--- src/rtl/multicycle_control.sv ---
// Multicycle datapath controller: a Moore FSM whose control outputs are
// decoded from the registered state (plus memReady in FETCH, and opcode for
// the illegal-instruction pulse in DECODE).
module multicycle_control (
    input  logic       clock,
    input  logic       reset,
    input  logic [5:0] opcode,
    input  logic       memReady,
    output logic       memtoReg,
    output logic       regWrite,
    output logic       regDst,
    output logic       memRead,
    output logic       memWrite,
    output logic       iorD,
    output logic       irWrite,
    output logic       pcWrite,
    output logic       pcWriteCond,
    output logic       aluSrcA,
    output logic [1:0] aluSrcB,
    output logic [1:0] aluOp,
    output logic [1:0] pcSource,
    output logic       illegalOp,
    output logic [3:0] state
);

    typedef enum logic [3:0] {
        S_IDLE     = 4'd0,
        S_FETCH    = 4'd1,
        S_DECODE   = 4'd2,
        S_MEMADR   = 4'd3,
        S_MEMREAD  = 4'd4,
        S_MEMWB    = 4'd5,
        S_MEMWRITE = 4'd6,
        S_EXECUTE  = 4'd7,
        S_ALUWB    = 4'd8,
        S_BRANCH   = 4'd9,
        S_JUMP     = 4'd10,
        S_ADDIEXEC = 4'd11,
        S_ADDIWB   = 4'd12
    } state_t;

    localparam logic [5:0] OP_RTYPE = 6'b000000;
    localparam logic [5:0] OP_LW    = 6'b100011;
    localparam logic [5:0] OP_SW    = 6'b101011;
    localparam logic [5:0] OP_BEQ   = 6'b000100;
    localparam logic [5:0] OP_J     = 6'b000010;
    localparam logic [5:0] OP_ADDI  = 6'b001000;

    state_t state_q, state_d;

    // Next-state selection; unused codes fall back to FETCH
    always_comb begin
        state_d = S_FETCH;
        case (state_q)
            S_IDLE:     state_d = S_FETCH;
            S_FETCH:    state_d = memReady ? S_DECODE : S_FETCH;
            S_DECODE: begin
                case (opcode)
                    OP_LW, OP_SW: state_d = S_MEMADR;
                    OP_RTYPE:     state_d = S_EXECUTE;
                    OP_BEQ:       state_d = S_BRANCH;
                    OP_J:         state_d = S_JUMP;
                    OP_ADDI:      state_d = S_ADDIEXEC;
                    default:      state_d = S_FETCH;
                endcase
            end
            S_MEMADR:   state_d = (opcode == OP_LW) ? S_MEMREAD : S_MEMWRITE;
            S_MEMREAD:  state_d = memReady ? S_MEMWB : S_MEMREAD;
            S_MEMWB:    state_d = S_FETCH;
            S_MEMWRITE: state_d = memReady ? S_FETCH : S_MEMWRITE;
            S_EXECUTE:  state_d = S_ALUWB;
            S_ALUWB:    state_d = S_FETCH;
            S_BRANCH:   state_d = S_FETCH;
            S_JUMP:     state_d = S_FETCH;
            S_ADDIEXEC: state_d = S_ADDIWB;
            S_ADDIWB:   state_d = S_FETCH;
            default:    state_d = S_FETCH;
        endcase
    end

    // State register; async reset parks the FSM in IDLE so every output drops at once
    always_ff @(posedge clock or negedge reset) begin
        if (!reset) state_q <= S_IDLE;
        else        state_q <= state_d;
    end

    // Moore output decode; anything not driven in a state stays 0
    always_comb begin
        memtoReg    = 1'b0;
        regWrite    = 1'b0;
        regDst      = 1'b0;
        memRead     = 1'b0;
        memWrite    = 1'b0;
        iorD        = 1'b0;
        irWrite     = 1'b0;
        pcWrite     = 1'b0;
        pcWriteCond = 1'b0;
        aluSrcA     = 1'b0;
        aluSrcB     = 2'b00;
        aluOp       = 2'b00;
        pcSource    = 2'b00;
        illegalOp   = 1'b0;
        case (state_q)
            S_FETCH: begin
                memRead = 1'b1;
                aluSrcB = 2'b01;
                irWrite = memReady;
                pcWrite = memReady;
            end
            S_DECODE: begin
                aluSrcB = 2'b11;
                case (opcode)
                    OP_LW, OP_SW, OP_RTYPE, OP_BEQ, OP_J, OP_ADDI: illegalOp = 1'b0;
                    default:                                       illegalOp = 1'b1;
                endcase
            end
            S_MEMADR, S_ADDIEXEC: begin
                aluSrcA = 1'b1;
                aluSrcB = 2'b10;
            end
            S_MEMREAD: begin
                memRead = 1'b1;
                iorD    = 1'b1;
            end
            S_MEMWB: begin
                regWrite = 1'b1;
                memtoReg = 1'b1;
            end
            S_MEMWRITE: begin
                memWrite = 1'b1;
                iorD     = 1'b1;
            end
            S_EXECUTE: begin
                aluSrcA = 1'b1;
                aluOp   = 2'b10;
            end
            S_ALUWB: begin
                regWrite = 1'b1;
                regDst   = 1'b1;
            end
            S_BRANCH: begin
                aluSrcA     = 1'b1;
                aluOp       = 2'b01;
                pcSource    = 2'b01;
                pcWriteCond = 1'b1;
            end
            S_JUMP: begin
                pcWrite  = 1'b1;
                pcSource = 2'b10;
            end
            S_ADDIWB: regWrite = 1'b1;
            default: ;
        endcase
    end

    assign state = state_q;

endmodule

--- config.mk ---
export PLATFORM = sky130hd
export DESIGN_NAME = multicycle_control
export DESIGN_NICKNAME = d
export VERILOG_FILES = /design/src/rtl/multicycle_control.sv
export SDC_FILE = /design/constraint.sdc
export NUM_CORES = 1
export LEC_CHECK = 0
export BUFFER_PORTS_ARGS = -buffer_cell sky130_fd_sc_hd__buf_2
export CAP_MARGIN = 10
export CORE_MARGIN = 3
export CORE_UTILIZATION = 37
export CTS_CLUSTER_DIAMETER = 50
export DETAILED_ROUTE_END_ITERATION = 8
export GPL_ROUTABILITY_DRIVEN = 1
export MAX_ROUTING_LAYER = met4
export PLACE_DENSITY = 0.8
export SETUP_SLACK_MARGIN = 0.4
export SYNTH_ARGS = -nofsm -noshare
export SYNTH_HDL_FRONTEND = slang
export SYNTH_SLANG_ARGS = --single-unit
--- constraint.sdc ---
create_clock -name clock -period 3.6 [get_ports clock]
set_input_delay 0.72 -clock clock [delete_from_list [all_inputs] [get_ports clock]]
set_output_delay 0.72 -clock clock [all_outputs]
set_load 0.01 [all_outputs]
==> impl_results.md, run 1 <==
- WL per Instance: 11.7 µm
- Outcome: complete, no violations
- Simple-gate share of the synthesized area: 0.392
- Synth unique cells: 35
- P_leak: 0.323 nW
- Maximum vdd ir drop: 410 µV
- Class of the worst hold path: in2async
- Synth area leader: dfrtp_1
- Combinational fraction of design power: 0.607
- Initial antenna violation count: 0
- Core area: 0.00120 mm²
- H-tree Lvls: 1
- Fillers: 126
- Input/output buffers: 29
- P_sw: 0.000245 W
- Drt pass-1 iters: 4
- Post-Synthesis Cells: 70
- Reg2Reg Setup Slack: 2.21 ns
- Adder-Cell Fraction of Synth Area: 0
- Worst EP arrival: 1.62 ns
- Synthesized area: 517 µm²
- Register area share after synthesis: 0.194
- Combinational family with the most area after synthesis: simple AND/OR/NAND/NOR gates
- Commonest non-fill, non-tap cell in the layout: buf_2
- PwrDens: 745 mW/mm²
- Final setup vio count: 0
- CTS max path bufs: 2
- Initial core utilization: 0.430
- Largest net degree at the start of global routing: 19
- Vias in the first global route: 496
- Sequential share of power: 0.278
- Die area: 0.00188 mm²
- Root Buffer: clkbuf_4
- Worst-Skew Late Latency: 0.23 ns
- Postcts setup bufs: 0
- Post-synthesis mux area share: 0.0218
- Area Overhead vs Synth: 26.9%
- Via density: 5.38
- Max reg flops: 4
- Num CTS Buffers: 3
- Nets: 107
- Ys flop type: dfrtp_1
- Critical-path top delay cell: dfrtp_1
- Num ports: 30
- Placer Congestion: 0.718
- P_int: 0.000243 W
- Rows: 12
- Die X: 43.4 µm
- Number of placed instances, taps included: 107
- EDFF count, synth: 0
- GRT Resource Usage Total: 0.150
- Post-DP HPWL: 958 µm
- Total grt overflow: 0
- Synth warn: 0
- Ranking of synthesized cells by area: dfrtp_1 (19%), nor2_1 (8.7%), nand2b_1 (6.1%)
- ANT cells: 0
- Post-synthesis net count: 79
- Most frequent cells in the layout: buf_2 (29), nor2_1 (12), nor3_1 (5), nand2b_1 (5)
- Via Count: 592
- Syn Area/Cell: 7.38 µm²
- Max transition margin: 0.632
- Hold_buf cts: 0
- DRC Markers: 0
- First-pass GRT wire length: 2170 µm
- RSZ-0062 raised after global routing: no
- Worst-path cell chain: nand2b_1 -> mux2_2 -> nor2_1 -> buf_2
- #FFs+latches synth: 4
- Fmax: 427 MHz
- Post-CTS Resized: 0
- CTS tree: built
- Clock transition at path regs: 0.04 ns
- Final setup TNS: 0 ns
- Compound-cell area share of the yosys netlist: 0.262
- Ratio of cells with drive above 1 in the final layout: 0.385
- Final hold vios: 0
- Antenna-violating nets left: 0
- Max Cap Viol: 0
- Clock network power share: 0.115
- Crit. End Element: output pin
- Startpoint Class: flop
- Worst Tran Pin Value: 0.552 ns
- Final period utilization: 0.651
- Critical path's largest stage delay: 0.53 ns
- Worst Skew: 0.00295 ns
- Final std cells w/o fill: 110
- Clock sinks: 4
- Count of routing violations after the opening detailed-route iteration: 6
- Total Wirelength: 1290 µm
- Min Tclk post-route: 2.34 ns
- WP data required: 2.88 ns
- Final Max Slew Viols: 0
- XOR/XNOR Fraction of Synth Area: 0.0339
- Die span in y: 43.4 µm
- Async S/R FF share, synth: 1.00
- Setup Crit Path Kind: reg2out
- CP max FO: 15
- Top cell type's share of synthesized area: 0.194
- Net Sw Frac: 0.502
cell type report:
| class | instances | area, µm² | share of cell area |
|---|---|---|---|
| inverters | 1 | 3.75 | 0.00573 |
| well taps | 14 | 17.5 | 0.0267 |
| flip-flops and latches | 4 | 100 | 0.153 |
| clock buffers | 3 | 22.5 | 0.0344 |
| multi-input cells | 59 | 367 | 0.559 |
| repair buffers | 29 | 145 | 0.221 |
through the flow:
step           utilization  setup slack (ns)  power, W  hold WS [ns]  area, µm²
2_1_floorplan            -              1.60  0.000346         0.424        517
3_3_place_gp         0.527              1.36  0.000428         0.523        633
3_5_place_dp         0.527              1.32  0.000433         0.526        633
4_1_cts              0.546              1.25  0.000492         0.275        656
5_1_grt              0.546              1.14  0.000536         0.272        656
6_report             0.546              1.26  0.000489         0.280        656
worst max-delay path, delay by kind of cell (launching register included):
family	cells	cell delay (ns)
buffers and inverters	1	0.14
flip-flops	1	0.53
multiplexers	1	0.32
AND/OR/NAND/NOR	2	0.41
power groups by stage:
stage | registers [W] | clock network, W | logic (W)
2_1_floorplan | 0.0000965 | 0 | 0.000250
3_3_place_gp | 0.000134 | 0 | 0.000294
3_5_place_dp | 0.000137 | 0 | 0.000296
4_1_cts | 0.000136 | 0.0000582 | 0.000298
5_1_grt | 0.000145 | 0.0000632 | 0.000329
6_report | 0.000136 | 0.0000561 | 0.000297
synth_stat cells (all sizes together), types with 2 or more instances:
| cell | count |
|---|---|
| buf | 6 |
| nand2 | 3 |
| and3 | 2 |
| nand2b | 5 |
| nor2b | 2 |
| nor3 | 5 |
| a211oi | 2 |
| dfrtp | 4 |
| a21oi | 4 |
| nor2 | 12 |
| o21ai | 4 |
cell families after synthesis:
kind of cell,Yosys count
AND/OR/NAND/NOR,37
AO/OA/AOI/OAI,19
buffers and inverters,7
flip-flops,4
XOR/XNOR,2
multiplexers,1
per-layer routing:
| metal | vias up | share of wire | global-route usage |
|---|---|---|---|
| met1 | 260 | 0.49 | 0.202 |
| met3 | 0 | 0.088 | 0.0373 |
| li1 | 307 | - | - |
| met5 | - | 0 | - |
| met4 | 0 | 0 | 0.0361 |
| met2 | 25 | 0.42 | 0.224 |
worst paths after layout:
check                              startpoint                 end  cells past startpoint
hold / removal                          reset  state[3]$_DFF_PN0_                      1
setup reg to reg           state[0]$_DFF_PN0_  state[1]$_DFF_PN0_                      3
min in group clock         state[1]$_DFF_PN0_  state[2]$_DFF_PN0_                      2
setup / recovery           state[0]$_DFF_PN0_             pcWrite                      4
max in group asynchronous               reset  state[1]$_DFF_PN0_                      1
hold reg to reg            state[1]$_DFF_PN0_  state[2]$_DFF_PN0_                      2
Power figures use the tool's default switching activity.
==> run 2: changes to the inputs <==
==> constraint.sdc (replaced) <==
create_clock -name clock -period 2.28 [get_ports clock]
set_input_delay 0.456 -clock clock [delete_from_list [all_inputs] [get_ports clock]]
set_output_delay 0.456 -clock clock [all_outputs]
set_load 0.01 [all_outputs]
==> run 2 against run 1 <==
Compared with the run above: sequential share of layout area decreased by 1.1 points; worst setup slack worse by 0.82 ns; critical path type unchanged; register-to-register slack worse by 1.2 ns; cell count rose by 9.1%; core utilization is 7.1 points higher; non-clock buffer count up 10; worst hold slack got worse by 0.27 ns.
==> impl_results.md, run 2 (synthesis results as in run 1) <==
- Outcome: complete, no violations
- Worst-Skew Late Latency: 0.24 ns (about the same)
- Num CTS Buffers: 3 (unchanged)
- Worst-path cell chain: nand2b_2 -> mux2_2 -> nor2_2 -> buf_2
- Startpoint Class: flop
- Input/output buffers: 29 (unchanged)
- Root Buffer: clkbuf_4
- Maximum vdd ir drop: 518 µV (+26%)
- RSZ-0062 raised after global routing: yes
- First-pass GRT wire length: 2280 µm (+4.8%)
- Critical path's largest stage delay: 0.42 ns (-0.11 ns)
- Reg2Reg Setup Slack: 0.98 ns (-1.23 ns)
- Die X: 43.4 µm (unchanged)
- Worst Skew: 0.00476 ns (+0.00181 ns)
- Nets: 117 (+9.3%)
- Via density: 5.47 (+1.6%)
- Class of the worst hold path: in2async
- Count of routing violations after the opening detailed-route iteration: 10 (+4)
- Rows: 12 (unchanged)
- Final period utilization: 0.808
- CTS tree: built
- Die area: 0.00188 mm² (unchanged)
- Min Tclk post-route: 1.84 ns
- Max reg flops: 4 (unchanged)
- Total Wirelength: 1580 µm (+22%)
- Largest net degree at the start of global routing: 19 (unchanged)
- DRC Markers: 0 (unchanged)
- Num ports: 30 (unchanged)
- Final hold vios: 0 (unchanged)
- Drt pass-1 iters: 4 (unchanged)
- CTS max path bufs: 2 (unchanged)
- PwrDens: 1230 mW/mm² (+65%)
- WL per Instance: 13.1 µm (+12%)
- CP max FO: 6 (-9)
- Antenna-violating nets left: 0 (unchanged)
- WL met3: 147 µm (+30%)
- Core area: 0.00120 mm² (unchanged)
- Total grt overflow: 0 (unchanged)
- Final Max Slew Viols: 0 (unchanged)
- Die span in y: 43.4 µm (unchanged)
- Number of placed instances, taps included: 107 (unchanged)
- Top delay family on crit path: flip-flops
- H-tree Lvls: 1 (unchanged)
- ANT cells: 0 (unchanged)
- Routed wire length on met2: 739 µm (+38%)
- Via Count: 656 (+11%)
- Crit. End Element: output pin
- Initial core utilization: 0.430 (unchanged)
- Max Cap Viol: 0 (unchanged)
- Worst EP arrival: 1.39 ns (-0.23 ns)
- Core Util, Final: 0.617 (+0.0708)
- Final std cells w/o fill: 120 (+9.1%)
- Vias in the first global route: 509 (+2.6%)
- Fmax: 543 MHz
- Highest metal used: met4
- Placer Congestion: 0.789 (+9.9%)
- Post-DP HPWL: 1010 µm (+5.3%)
- Area Overhead vs Synth: 43.3%
- P_leak: 0.368 nW (+14%)
- Clock sinks: 4 (unchanged)
- Minimum hold slack: 0.0147 ns (-0.265 ns)
- Critical-path top delay cell: dfrtp_2
- Most frequent cells in the layout: buf_2 (29), nor2_1 (11), buf_4 (9), nor3_1 (5)
- Final setup TNS: 0 ns (unchanged)
- Clock transition at path regs: 0.04 ns (about the same)
- Commonest non-fill, non-tap cell in the layout: buf_2
- WP data required: 1.82 ns (-1.06 ns)
- GRT Resource Usage Total: 0.164 (+0.0144)
- Setup Crit Path Kind: reg2out
- Worst Tran Pin Value: 0.334 ns (-0.218 ns)
- Final setup vio count: 0 (unchanged)
- M1 WL: 674 µm (+6.0%)
- Max transition margin: 0.776 (+0.144)
- Fillers: 119 (-5.6%)
- WP buf/inv: 1 (unchanged)
- Ratio of cells with drive above 1 in the final layout: 0.500 (+0.115)
- Initial antenna violation count: 0 (unchanged)
[run 2: cell types whose count changed in the layout (fill, tap and decap cells not counted), sizes merged]
| cell | previous run | this run |
|---|---|---|
| buf | 29 | 38 |
| clkbuf | 3 | 4 |
[run 2: metal layers]
| layer | vias up | GRT usage |
|---|---|---|
| met5 | - | - |
| met1 | 290 | 0.215 |
| li1 | 331 | - |
| met3 | 2 | 0.0747 |
| met2 | 33 | 0.230 |
| met4 | 0 | 0.0361 |
[run 2: layout make-up]
cell class	count	area, µm²	share of cell area
multi-input cells	59	372	0.502
repair buffers	39	220	0.297
flip-flops and latches	4	105	0.142
clock buffers	3	22.5	0.0304
well taps	14	17.5	0.0236
inverters	1	3.75	0.00507
[run 2: final timing paths]
kind	cells after the start	end	start
hold / removal	1	state[0]$_DFF_PN0_	reset
setup reg to reg	4	state[0]$_DFF_PN0_	state[0]$_DFF_PN0_
hold reg to reg	1	state[3]$_DFF_PN0_	state[2]$_DFF_PN0_
max in group asynchronous	1	state[1]$_DFF_PN0_	reset
setup / recovery	4	pcWrite	state[0]$_DFF_PN0_
min in group clock	4	state[3]$_DFF_PN0_	opcode[4]
[run 2: through the flow]
| step | area, µm² | worst slack, ns | power (W) |
|---|---|---|---|
| 2_1_floorplan | 517 | 0.626 | 0.000547 |
| 3_3_place_gp | 633 | 0.476 | 0.000674 |
| 3_5_place_dp | 633 | 0.457 | 0.000689 |
| 4_1_cts | 678 | 0.362 | 0.000817 |
| 5_1_grt | 741 | 0.359 | 0.000989 |
| 6_report | 741 | 0.438 | 0.000910 |
[run 2: report_power, final]
group / internal, W / switching [W]
registers: 0.000106 / 0.0000650
clock network: 0.0000588 / 0.0000286
logic: 0.000315 / 0.000336
total: 0.000480 / 0.000430
[run 2: repair_timing]
action	in CTS	in global routing
resized for setup	5	1
buffers inserted	2	8
setup endpoints to repair	10	3
hold buffers	0	0
==> run 3: changes to the inputs <==
==> constraint.sdc (replaced) <==
create_clock -name clock -period 1.8 [get_ports clock]
set_input_delay 0.36 -clock clock [delete_from_list [all_inputs] [get_ports clock]]
set_output_delay 0.36 -clock clock [all_outputs]
set_load 0.01 [all_outputs]
==> run 3 against run 2 <==
Compared with the run above: via count rose by 16%; die area unchanged; non-clock buffer count rose by 12; critical endpoint unchanged; largest cell class unchanged; highest routed layer unchanged.
==> impl_results.md, run 3 (synthesis results as in run 1) <==
- Number of placed instances, taps included: 111 (+3.7%)
- DRC Markers: 0 (unchanged)
- P_leak: 0.482 nW (+31%)
- Net Sw Frac: 0.457 (-0.0162)
- Most frequent cells in the layout: buf_2 (25), buf_4 (15), buf_6 (10), nor2_1 (7), nand2b_4 (5)
- Worst Skew: 0.0142 ns (+0.00948 ns)
- Register area: 105 µm² (unchanged)
- P_sw: 0.000732 W (+70%)
- Final std cells w/o fill: 133 (+11%)
- Core area: 0.00120 mm² (unchanged)
- Max reg flops: 4 (unchanged)
- Fmax: 591 MHz
- Die area: 0.00188 mm² (unchanged)
- Combinational fraction of design power: 0.792 (+0.076)
- ANT cells: 0 (unchanged)
- Commonest non-fill, non-tap cell in the layout: buf_2
- Final Max Slew Viols: 0 (unchanged)
- Final period utilization: 0.940
- Via density: 5.72 (+4.7%)
- Final Cell Area: 0.00101 mm² (+36%)
- Maximum vdd ir drop: 916 µV (+77%)
- Rows: 12 (unchanged)
- R2r worst-path depth: 5 (+1)
- Setup Crit Path Kind: reg2out
- Worst Tran Pin Value: 0.332 ns (-0.00238 ns)
- CTS max path bufs: 2 (unchanged)
- Antenna-violating nets left: 0 (unchanged)
- R2r startpoint: state[0]$_DFF_PN0_
- Clock network power share: 0.079 (-0.017)
- Sequential share of power: 0.129 (-0.059)
- Worst EP arrival: 1.33 ns (-0.06 ns)
- Max Cap Viol: 0 (unchanged)
- RSZ-0062 raised after global routing: yes
- Largest net degree at the start of global routing: 9 (-10)
- Num ports: 30 (unchanged)
- H-tree Lvls: 1 (unchanged)
- Die span in y: 43.4 µm (unchanged)
- Via Count: 761 (+16%)
- Input/output buffers: 29 (unchanged)
- Ratio of cells with drive above 1 in the final layout: 0.689 (+0.189)
- Max transition margin: 0.777 (+0.00160)
- CTS tree: built
- Clock transition at path regs: 0.05 ns (about the same)
- Die X: 43.4 µm (unchanged)
- Num CTS Buffers: 3 (unchanged)
- Total grt overflow: 0 (unchanged)
- Fillers: 70 (-41%)
- Count of routing violations after the opening detailed-route iteration: 9 (-1)
- Class of the worst hold path: in2reg
- Root Buffer: clkbuf_4
- Final hold vios: 0 (unchanged)
- Setup slack after layout: 0.108 ns (-0.330 ns)
- DP Area: 694 µm² (+9.7%)
- Post-DP HPWL: 1080 µm (+7.4%)
- Dpl ws: 0.227 ns (-0.230 ns)
- Crit. Startpoint: state[1]$_DFF_PN0_
- First-pass GRT wire length: 2880 µm (+26%)
- Area Overhead vs Synth: 95.2%
- Worst Min Path Start: opcode[4]
- Placer Congestion: 0.869 (+10%)
- PwrDens: 1590 mW/mm² (+29%)
- P_int: 0.000871 W (+82%)
- Worst-Skew Late Latency: 0.25 ns (about the same)
- Minimum hold slack: 0.476 ns (+0.462 ns)
- Min Tclk post-route: 1.69 ns
- WL per Instance: 14.6 µm (+11%)
- Drt pass-1 iters: 4 (unchanged)
- WP data required: 1.44 ns (-0.38 ns)
- Final setup TNS: 0 ns (unchanged)
- Startpoint Class: flop
- Nets: 129 (+10%)
- Outcome: complete, no violations
- Initial core utilization: 0.430 (unchanged)
- Total Wirelength: 1940 µm (+23%)
- CP max FO: 4 (-2)
- Final setup vio count: 0 (unchanged)
- Crit. End Element: output pin
- Multi-input logic area: 495 µm² (+33%)
- Clock sinks: 4 (unchanged)
- Vias in the first global route: 682 (+34%)
- Initial antenna violation count: 0 (unchanged)
- Hold Path Depth: 4
- GRT Resource Usage Total: 0.209 (+0.0449)
==> run 3: final cells by class <==
class / instances / area share
multi-input cells: 59 / 0.491
repair buffers: 51 / 0.357
flip-flops and latches: 4 / 0.104
clock buffers: 4 / 0.0261
well taps: 14 / 0.0174
inverters: 1 / 0.00372
==> run 3: routing by layer <==
layer,wire [µm],up-vias,track usage
met1,702,358,0.201
met5,0,-,-
met4,81,0,0.120
met3,136,8,0.0373
li1,-,360,-
met2,1020,35,0.383
==> run 3: power by group through the flow <==
stage | Sequential, W | Clock [W] | Combinational [W]
after floorplan | 0.000200 | 0 | 0.000556
after global placement | 0.000233 | 0 | 0.000748
after detailed placement | 0.000233 | 0 | 0.000757
after CTS | 0.000201 | 0.000132 | 0.00105
after global routing | 0.000212 | 0.000144 | 0.00135
final | 0.000207 | 0.000126 | 0.00127
==> run 3: timing repair <==
action	4_1_cts	5_1_grt
setup endpoints to repair	17	21
endpoints found under the hold margin	4	0
setup buffers	15	2
gates resized for setup	17	23
hold buffers	1	0
pin swaps	3	4
gates cloned	0	0
==> run 3: final timing paths <==
path / endpoint / slack [ns]
min in group asynchronous: state[3]$_DFF_PN0_ / 0.50
max in group asynchronous: state[0]$_DFF_PN0_ / 1.15
hold / removal: state[1]$_DFF_PN0_ / 0.48
hold reg to reg: state[1]$_DFF_PN0_ / 0.68
setup reg to reg: state[0]$_DFF_PN0_ / 0.41
setup / recovery: pcWrite / 0.11
==> run 3: through the flow <==
stage,power (W),utilization
2_1_floorplan,0.000756,-
3_3_place_gp,0.000981,0.578
3_5_place_dp,0.000990,0.578
4_1_cts,0.00138,0.758
5_1_grt,0.00171,0.840
6_report,0.00160,0.840
==> run 3: worst max-delay path, stage by stage (launching register included) <==
cell and delay, ns:
dfrtp_2 0.42, nand3b_1 0.19, mux2_4 0.29, nor2_2 0.07, buf_2 0.13
